**config.mk**
```make
export PLATFORM = sky130hd
export DESIGN_NAME = alu_result_packer
export DESIGN_NICKNAME = d
export VERILOG_FILES = /design/src/rtl/alu_result_packer.sv
export SDC_FILE = /design/constraint.sdc
export NUM_CORES = 1
export LEC_CHECK = 0
export BUFFER_PORTS_ARGS = -buffer_cell sky130_fd_sc_hd__buf_2
export CELL_PAD_IN_SITES_DETAIL_PLACEMENT = 0
export CELL_PAD_IN_SITES_GLOBAL_PLACEMENT = 2
export CORE_AREA = 2 2 91 93
export DETAILED_ROUTE_END_ITERATION = 10
export DIE_AREA = 0 0 93 95
export PLACE_DENSITY = 0.64
export SETUP_SLACK_MARGIN = 0.4
export SYNTH_ARGS = -nofsm -noshare
export SYNTH_HDL_FRONTEND = slang
export SYNTH_SLANG_ARGS = --single-unit
```
**constraint.sdc**
```tcl
create_clock -name CLK -period 6.4 [get_ports CLK]
set_input_delay 0 -clock CLK [delete_from_list [all_inputs] [get_ports CLK]]
set_output_delay 0 -clock CLK [all_outputs]
set_load 0.1 [all_outputs]
```
**src/rtl/alu_result_packer.sv**
```systemverilog
// rtl/alu_result_packer.sv - buffers ALU result words and streams them out as bytes, low byte first
module alu_result_packer #(
  parameter int IN_WIDTH   = 16,
  parameter int BYTE_WIDTH = 8,
  parameter int DEPTH      = 2
) (
  input  logic                  CLK,
  input  logic                  RST,
  input  logic [IN_WIDTH-1:0]   ALU_OUT,
  input  logic                  ALU_OUT_VALID,
  output logic [BYTE_WIDTH-1:0] TX_DATA,
  output logic                  TX_VALID,
  input  logic                  TX_READY,
  output logic                  BUSY,
  output logic                  DROP
);

  localparam int AW = $clog2(DEPTH);
  localparam logic [AW:0] FULL_CNT = (AW+1)'(DEPTH);
  localparam logic [AW:0] ONE_CNT  = (AW+1)'(1);

  typedef enum logic [1:0] {
    IDLE,
    SEND_LO,
    SEND_HI
  } state_e;

  state_e                state_q, state_d;
  logic [IN_WIDTH-1:0]   mem_q [DEPTH];
  logic [AW-1:0]         wr_ptr_q, wr_ptr_d;
  logic [AW-1:0]         rd_ptr_q, rd_ptr_d;
  logic [AW-1:0]         rd_next;
  logic [AW:0]           count_q, count_d;
  logic [BYTE_WIDTH-1:0] tx_data_q, tx_data_d;
  logic                  tx_valid_q, tx_valid_d;
  logic                  busy_q, busy_d;
  logic                  drop_q, drop_d;
  logic                  fifo_full, handshake, pop, push;
  logic [IN_WIDTH-1:0]   head_word, next_word;

  assign rd_next   = rd_ptr_q + AW'(1);
  assign head_word = mem_q[rd_ptr_q];
  assign next_word = mem_q[rd_next];
  assign fifo_full = (count_q == FULL_CNT);
  assign handshake = tx_valid_q && TX_READY;

  // FIFO bookkeeping: a pop frees the full slot so a same-cycle push still lands
  always_comb begin
    pop      = (state_q == SEND_HI) && handshake;
    push     = ALU_OUT_VALID && (!fifo_full || pop);
    drop_d   = ALU_OUT_VALID && fifo_full && !pop;
    wr_ptr_d = push ? wr_ptr_q + AW'(1) : wr_ptr_q;
    rd_ptr_d = pop ? rd_next : rd_ptr_q;
    count_d  = count_q;
    if (push && !pop) begin
      count_d = count_q + ONE_CNT;
    end else if (pop && !push) begin
      count_d = count_q - ONE_CNT;
    end
  end

  // Byte serializer: the next word follows directly only if it was already queued
  always_comb begin
    state_d    = state_q;
    tx_data_d  = tx_data_q;
    tx_valid_d = tx_valid_q;
    case (state_q)
      IDLE: begin
        tx_valid_d = 1'b0;
        if (count_q != '0) begin
          tx_data_d  = head_word[BYTE_WIDTH-1:0];
          tx_valid_d = 1'b1;
          state_d    = SEND_LO;
        end
      end
      SEND_LO: begin
        if (handshake) begin
          tx_data_d = head_word[IN_WIDTH-1:BYTE_WIDTH];
          state_d   = SEND_HI;
        end
      end
      SEND_HI: begin
        if (handshake) begin
          if (count_q > ONE_CNT) begin
            tx_data_d = next_word[BYTE_WIDTH-1:0];
            state_d   = SEND_LO;
          end else begin
            tx_valid_d = 1'b0;
            state_d    = IDLE;
          end
        end
      end
      default: begin
        tx_valid_d = 1'b0;
        state_d    = IDLE;
      end
    endcase
    busy_d = !((count_d == '0) && (state_d == IDLE));
  end

  // Control and output registers
  always_ff @(posedge CLK) begin
    if (!RST) begin
      state_q    <= IDLE;
      wr_ptr_q   <= '0;
      rd_ptr_q   <= '0;
      count_q    <= '0;
      tx_data_q  <= '0;
      tx_valid_q <= 1'b0;
      busy_q     <= 1'b0;
      drop_q     <= 1'b0;
    end else begin
      state_q    <= state_d;
      wr_ptr_q   <= wr_ptr_d;
      rd_ptr_q   <= rd_ptr_d;
      count_q    <= count_d;
      tx_data_q  <= tx_data_d;
      tx_valid_q <= tx_valid_d;
      busy_q     <= busy_d;
      drop_q     <= drop_d;
    end
  end

  // Word storage; contents are only meaningful between the pointers
  always_ff @(posedge CLK) begin
    if (RST && push) begin
      mem_q[wr_ptr_q] <= ALU_OUT;
    end
  end

  assign TX_DATA  = tx_data_q;
  assign TX_VALID = tx_valid_q;
  assign BUSY     = busy_q;
  assign DROP     = drop_q;

endmodule

```
==> impl_metrics.yaml, run 1 <==
run_status:
  outcome: "completed"
synth:
  yosys.area_share.simple_pct: 6.649
  synthFlopType: "edfxtp_1"
  synth_xor_area_share_pct: 1.135
  synthAdderAreaFrac_pct: 3.784
  async_flop_share_pct: 0
  muxShareOfSynthArea_pct: 11.57
  ys_seq_elements: 50
  synth_top_area_share_pct: 41.51
  netlist_instances: 190
  synth_top_family_by_area: "compound AO/OA/AOI/OAI gates"
  yosysUniqueCellTypes: 40
  synthTopCellsByCount: "edfxtp_1 (32), inv_1 (19), dfxtp_1 (18)"
  netlist_area_um2: 2315
  synth-compound-area-share_pct: 13.89
  netlist_top_cells_area: "edfxtp_1 (42%), dfxtp_1 (16%), mux2_2 (6.8%)"
  seq_area_frac_synth_pct: 57.08
  synth-edff-count: 32
  syn_nets: 217
  ys_warn_count: 0
  yosysMostFrequentCell: "edfxtp_1"
  avgSynthCellArea_um2: 12.18
  synth_top_cell_by_area: "edfxtp_1"
timing:
  finalSetupViolCount: 0
  setup_ws_ps: 4223
  hold_viol: 0
  final.min_clock_period_ps: 2177
  period_share_pct: 34.01
  max_slew_margin_pct: 56.83
  rsz0062_at_grt: "false"
  fmax_mhz: 459.4
  slew_viol_final: 0
  setup_tns_ps: 0
  skew_ps: 8.872
  hold_ws_ps: 23.61
  tightest_slew_ps: 647.6
global_route:
  grt_max_degree: 18
  antenna_found_initial: 0
  grt_pass1_vias: 1485
  grt_pass1_wl_mm: 7.555
  grt_usage_pct: 11.44
  grt-ovfl-total: 0
clock_network:
  cts-resized-gates: 0
  cts_tree: "built"
  cts_setup_buffers: 0
  clockBufferDepth: 2
  cts.clk_slew.worst_paths_ps: 90
  cts_sinks: 50
  clkLatencyLatePin_ps: 300
  root_buffer: "clkbuf_8"
  cts_hold_buf: 17
  h-tree-depth: 2
  cts_buffers: 5
layout:
  areaGrowthSynthToFinish_pct: 22.49
  fin_nets: 263
  antenna_cells: 0
  layout-drive-gt1-share_pct: 24.47
  final_cells: 342
  fin_area_um2: 2835
  fin_util_pct: 35.76
placed_design:
  dp_hpwl_mm: 3.087
  place.gp.congestion: 0.7475
  dpl.cell_count: 317
  placed_cell_area_um2: 2554
  dp_slack_ps: 4186
  place.port_buffers: 30
floorplan:
  start_util_pct: 29.20
  die_h_um: 95
  row_count: 33
  die_w_um: 93
  io_pins: 31
  core_area_um2: 7928
  dieArea_um2: 8835
critical_path:
  r2r-end: "mem_q[0][1]$_DFFE_PP_"
  rrSetupSlack_ps: 4220
  r2r_cells: 7
  required_ps: 6390
  crit_arrival_ps: 2160
  cp_max_fo: 17
  start_kind: "flip-flop"
  path_class: "reg -> reg"
  r2r-start: "state_q[0]$_SDFF_PN0_"
  critPathCaptureType: "flip-flop"
routing:
  via_per_inst: 4.462
  vias: 1526
  wl_mm: 4.630
  dr.pass1.iters: 5
  antenna_left: 0
  drt_iter0_markers: 69
  wl_per_cell_um: 13.54
  drc: 0
power_and_ir_drop:
  worst_ir_drop_vdd_mv: 0.08648
  powerDensity_nw_per_um2: 293.0
  p_leak_nw: 1.039
  finalPower_uw: 830.9
worst_hold_path:
  min_path_type: "in -> reg"
  min_to: "DROP$_SDFF_PN0_"
  hold_depth: 3
  min-delay-start: "RST"
job:
  maxCapViolations: 0
-- power by group --
| part | total [mW] | switching [mW] | internal [mW] |
|---|---|---|---|
| registers | 0.386 | 0.0158 | 0.370 |
| logic | 0.224 | 0.161 | 0.0626 |
| clock network | 0.221 | 0.105 | 0.117 |
-- layer usage --
layer / wire [um] / share of wire [%] / vias up / GRT usage (%)
met4: 87 / 1.9 / 0 / 4.902
met2: 2146 / 46 / 32 / 18.48
met3: 145 / 3.1 / 6 / 2.474
met5: 0 / 0 / - / 0
met1: 2250 / 49 / 699 / 14.86
li1: - / - / 789 / -
-- logic make-up after synthesis --
group | after synthesis
DFF | 50
AOI/OAI and AO/OA | 46
buffers and inverters | 30
and+or+nand+nor | 29
muxes | 25
adders and majority gates | 7
xor gates and xnor gates | 3
-- worst max-delay path by stage --
stage	startpoint	to	slack, ps	depth (start not counted)
after floorplan	TX_VALID$_SDFFE_PN0P_	mem_q[1][0]$_DFFE_PP_	3740	5
after global placement	state_q[0]$_SDFF_PN0_	mem_q[0][4]$_DFFE_PP_	4210	7
after detailed placement	state_q[0]$_SDFF_PN0_	TX_DATA[7]$_SDFFE_PN0P_	4190	6
after CTS	state_q[0]$_SDFF_PN0_	TX_DATA[7]$_SDFFE_PN0P_	4170	6
after global routing	state_q[0]$_SDFF_PN0_	mem_q[1][13]$_DFFE_PP_	4010	7
final	state_q[0]$_SDFF_PN0_	mem_q[0][1]$_DFFE_PP_	4220	7
-- cell usage in the layout, fill, tap and decap left out, types with 3 or more instances in the layout --
| cell | n |
|---|---|
| edfxtp_1 | 32 |
| buf_2 | 30 |
| inv_1 | 19 |
| dfxtp_1 | 18 |
| dlygate4sd3_1 | 17 |
| nor2_1 | 15 |
| mux2_2 | 14 |
| mux2i_1 | 11 |
| a21oi_1 | 11 |
| o22ai_1 | 10 |
| a22o_1 | 7 |
| ha_1 | 7 |
| clkbuf_8 | 5 |
| a31oi_1 | 3 |
| buf_4 | 3 |
-- sequential cells by signal, indices dropped and copies added, names as in the netlist, named ones only --
register / cells
BUSY: 1
DROP: 1
TX_DATA: 8
TX_VALID: 1
count_q: 2
mem_q: 32
rd_ptr_q: 1
state_q: 2
wr_ptr_q: 1
-- final cells by class --
cell class,count,area [um2]
timing repair buffer,50,342.8
inverter,19,71.32
clock buffer,5,68.82
multi-input combinational,110,857.1
clock inverter,3,42.54
sequential,50,1321
fill,812,5092
tap,105,131.4
-- worst max-delay path, stage by stage, from the launching register on --
cell	delay [ps]
dfxtp_1	370
inv_1	90
ha_1	580
nand3_2	210
nand2_1	140
nand3_1	110
nor2_1	100
buf_4	260
(Power assumes the default switching activity.)
==> run 2, diff against run 1 <==
--- a/config.mk
+++ b/config.mk
@@ -5,13 +5,14 @@
 export SDC_FILE = /design/constraint.sdc
 export NUM_CORES = 1
 export LEC_CHECK = 0
+export ABC_AREA = 1
 export BUFFER_PORTS_ARGS = -buffer_cell sky130_fd_sc_hd__buf_2
 export CELL_PAD_IN_SITES_DETAIL_PLACEMENT = 0
 export CELL_PAD_IN_SITES_GLOBAL_PLACEMENT = 2
 export CORE_AREA = 2 2 91 93
 export DETAILED_ROUTE_END_ITERATION = 10
 export DIE_AREA = 0 0 93 95
-export PLACE_DENSITY = 0.64
+export PLACE_DENSITY = 0.69
 export SETUP_SLACK_MARGIN = 0.4
 export SYNTH_ARGS = -nofsm -noshare
 export SYNTH_HDL_FRONTEND = slang
==> constraint.sdc (replaced) <==
create_clock -name CLK -period 2.1 [get_ports CLK]
set_input_delay 0 -clock CLK [delete_from_list [all_inputs] [get_ports CLK]]
set_output_delay 0 -clock CLK [all_outputs]
set_load 0.1 [all_outputs]
==> run 2 against run 1 <==
Against the previous run: non-clock buffer count is 8 higher; clock-buffer cell count is 2 higher; maximum frequency is 35% higher; combinational power grew to 3.8 times the previous value; sequential power grew to 3.1 times the previous value; routed wire length is 17% higher; utilization is 1.9 points higher; critical path depth is 1 higher; cell count is 23% higher; area after synthesis is 0.27% lower.
==> impl_metrics.yaml, run 2 <==
run_status:
  outcome: "completed"
floorplan:
  die_w_um: 93
  die_h_um: 95
  dieArea_um2: 8835
  core_area_um2: 7928
  start_util_pct: 29.12
  row_count: 33
  io_pins: 31
synth:
  synth_xor_area_share_pct: 0
  synth_top_cell_by_area: "edfxtp_1"
  muxShareOfSynthArea_pct: 0
  syn_nets: 286
  yosys.area_share.simple_pct: 21.84
  synthAdderAreaFrac_pct: 3.794
  ys_seq_elements: 50
  async_flop_share_pct: 0
  synth_top_area_share_pct: 41.63
  netlist_instances: 259
  netlist_top_cells_area: "edfxtp_1 (42%), dfxtp_1 (16%), nand2_1 (11%)"
  synthTopCellsByCount: "nand2_1 (66), inv_1 (34), edfxtp_1 (32)"
  netlist_area_um2: 2308
  synthFlopType: "edfxtp_1"
  avgSynthCellArea_um2: 8.913
  ys_warn_count: 0
  yosysUniqueCellTypes: 18
  seq_area_frac_synth_pct: 57.24
  synth-edff-count: 32
  synth-compound-area-share_pct: 9.648
  synth_top_family_by_area: "simple AND/OR/NAND/NOR gates"
  yosysMostFrequentCell: "nand2_1"
worst_hold_path:
  min-delay-start: "TX_READY"
  min_path_type: "in -> reg"
  hold_depth: 3
timing:
  setup_tns_ps: 0
  period_share_pct: 76.85
  final.min_clock_period_ps: 1614
  setup_ws_ps: 486.2
  rsz0062_at_grt: "true"
  hold_viol: 0
  hold_ws_ps: 25.11
  tightest_slew_ps: 640.0
  skew_ps: 9.554
  slew_viol_final: 0
  finalSetupViolCount: 0
  fmax_mhz: 619.7
  max_slew_margin_pct: 57.29
placed_design:
  placed_cell_area_um2: 2646
  dp_slack_ps: 341.3
  dp_hpwl_mm: 3.534
  place.port_buffers: 30
  place.gp.congestion: 0.7068
critical_path:
  path_class: "reg -> reg"
  cp_slowest_cell: "dfxtp_2"
  rrSetupSlack_ps: 490
  r2r-end: "mem_q[1][5]$_DFFE_PP_"
  required_ps: 2120
  critPathCaptureType: "flip-flop"
  crit_arrival_ps: 1640
  cpLargestDelayFamily: "simple AND/OR/NAND/NOR gates"
  path_common_cell: "nand2_2"
  crit_path_cell_trace: "inv_2 > ha_4 > nand3_4 > nand2_2 > nand2_2 > nor3_4 > buf_6 > clkbuf_16"
  critPathBufInv: 3
  cpPeakStageDelay_ps: 350
  start_kind: "flip-flop"
  r2r_cells: 8
  cp_max_fo: 8
  r2r-start: "state_q[0]$_SDFF_PN0_"
job:
  maxCapViolations: 0
global_route:
  grt-ovfl-total: 0
  grt_max_degree: 33
  antenna_found_initial: 0
  grt_pass1_vias: 1823
  grt_usage_pct: 12.93
  grt_pass1_wl_mm: 8.783
routing:
  wl_per_cell_um: 12.81
  vias: 1829
  drc: 0
  antenna_left: 0
  dr.pass1.iters: 4
  wl_mm: 5.395
  via_per_inst: 4.344
  drt_iter0_markers: 70
clock_network:
  clockBufferDepth: 2
  cts_buffers: 5
  h-tree-depth: 2
  root_buffer: "clkbuf_8"
  cts_tree: "built"
  cts_sinks: 50
  cts.clk_slew.worst_paths_ps: 90
  clkLatencyLatePin_ps: 300
layout:
  regMostFlops: "mem_q"
  layout-drive-gt1-share_pct: 20.25
  largest_reg_flops: 32
  final_common_cell: "nand2_1"
  layout_common_cells: "nand2_1 (64), inv_1 (33), edfxtp_1 (32)"
  areaGrowthSynthToFinish_pct: 29.38
  fin_area_um2: 2987
  fin_nets: 342
  antenna_cells: 0
  fillers: 833
  fin_util_pct: 37.67
power_and_ir_drop:
  worst_ir_drop_vdd_mv: 0.4247
  powerDensity_nw_per_um2: 858.3
  p_leak_nw: 1.184
==> run 2: cell types whose count changed after synthesis, sizes merged, moves of 11 or more <==
cell	previous run	this run
inv	19	35
nor2	15	31
mux2	14	0
o211ai	1	16
nand3	2	20
nand2	3	68
mux2i	11	0
==> run 2: cell type report <==
type	instances	area (um2)	area share, %
Clock buffer	7	76.32	2.556
Clock inverter	1	7.507	0.2514
Inverter	35	131.4	4.399
Multi-Input combinational cell	165	865.8	28.99
Sequential cell	50	1330	44.53
Tap cell	105	131.4	4.399
Timing Repair Buffer	58	444.2	14.87
==> run 2: routing by layer <==
layer,track usage (%),vias to the layer above,share of wire [%]
li1,-,961,-
met1,16.87,841,48
met2,22.04,22,48
met3,2.394,5,2.4
met4,3.676,0,1.1
met5,0,-,0
==> run 2: where the power goes <==
group          switching, mW  internal (mW)
Combinational          0.602          0.239
Sequential            0.0507           1.13
Clock                  0.305          0.236
==> run 2: logic make-up (layout without fill, tap and decap cells) <==
logic type                 after synthesis  count (layout)
and+or+nand+nor                        124             124
AOI/OAI and AO/OA                       34              34
DFF                                     50              50
adders and majority gates                7               7
buffers and inverters                   44             101
==> run 2: stage by stage <==
stage | power [mW] | cells
final | 2.564 | 421
after floorplan | 1.798 | 259
after global routing | 2.716 | 421
after detailed placement | 1.986 | 391
after CTS | 2.588 | 418
after global placement | 1.985 | 391
==> run 2: worst max path at each step <==
stage | from | to | slack [ps] | cells past startpoint
after detailed placement | state_q[1]$_SDFF_PN0_ | TX_DATA[5]$_SDFFE_PN0P_ | 340 | 7
after global placement | state_q[0]$_SDFF_PN0_ | mem_q[1][7]$_DFFE_PP_ | 390 | 7
after floorplan | TX_VALID$_SDFFE_PN0P_ | mem_q[1][0]$_DFFE_PP_ | 380 | 4
after global routing | state_q[0]$_SDFF_PN0_ | TX_DATA[6]$_SDFFE_PN0P_ | 390 | 8
after CTS | count_q[1]$_SDFF_PN0_ | TX_DATA[1]$_SDFFE_PN0P_ | 410 | 8
final | state_q[0]$_SDFF_PN0_ | mem_q[1][5]$_DFFE_PP_ | 490 | 8
==> run 2: worst min-delay path, cell delays in order <==
cell	delay, ps
buf_2	130
nand3_4	90
a21oi_1	60
==> run 2: timing repair <==
| item | in CTS | in global routing |
|---|---|---|
| endpoints found under the hold margin | 34 | 0 |
| pin swaps | 1 | 3 |
| resized for setup | 4 | 8 |
| setup endpoints to repair | 39 | 40 |
| setup buffers | 2 | 2 |
| gates cloned | 0 | 1 |
| hold buffers | 17 | 0 |
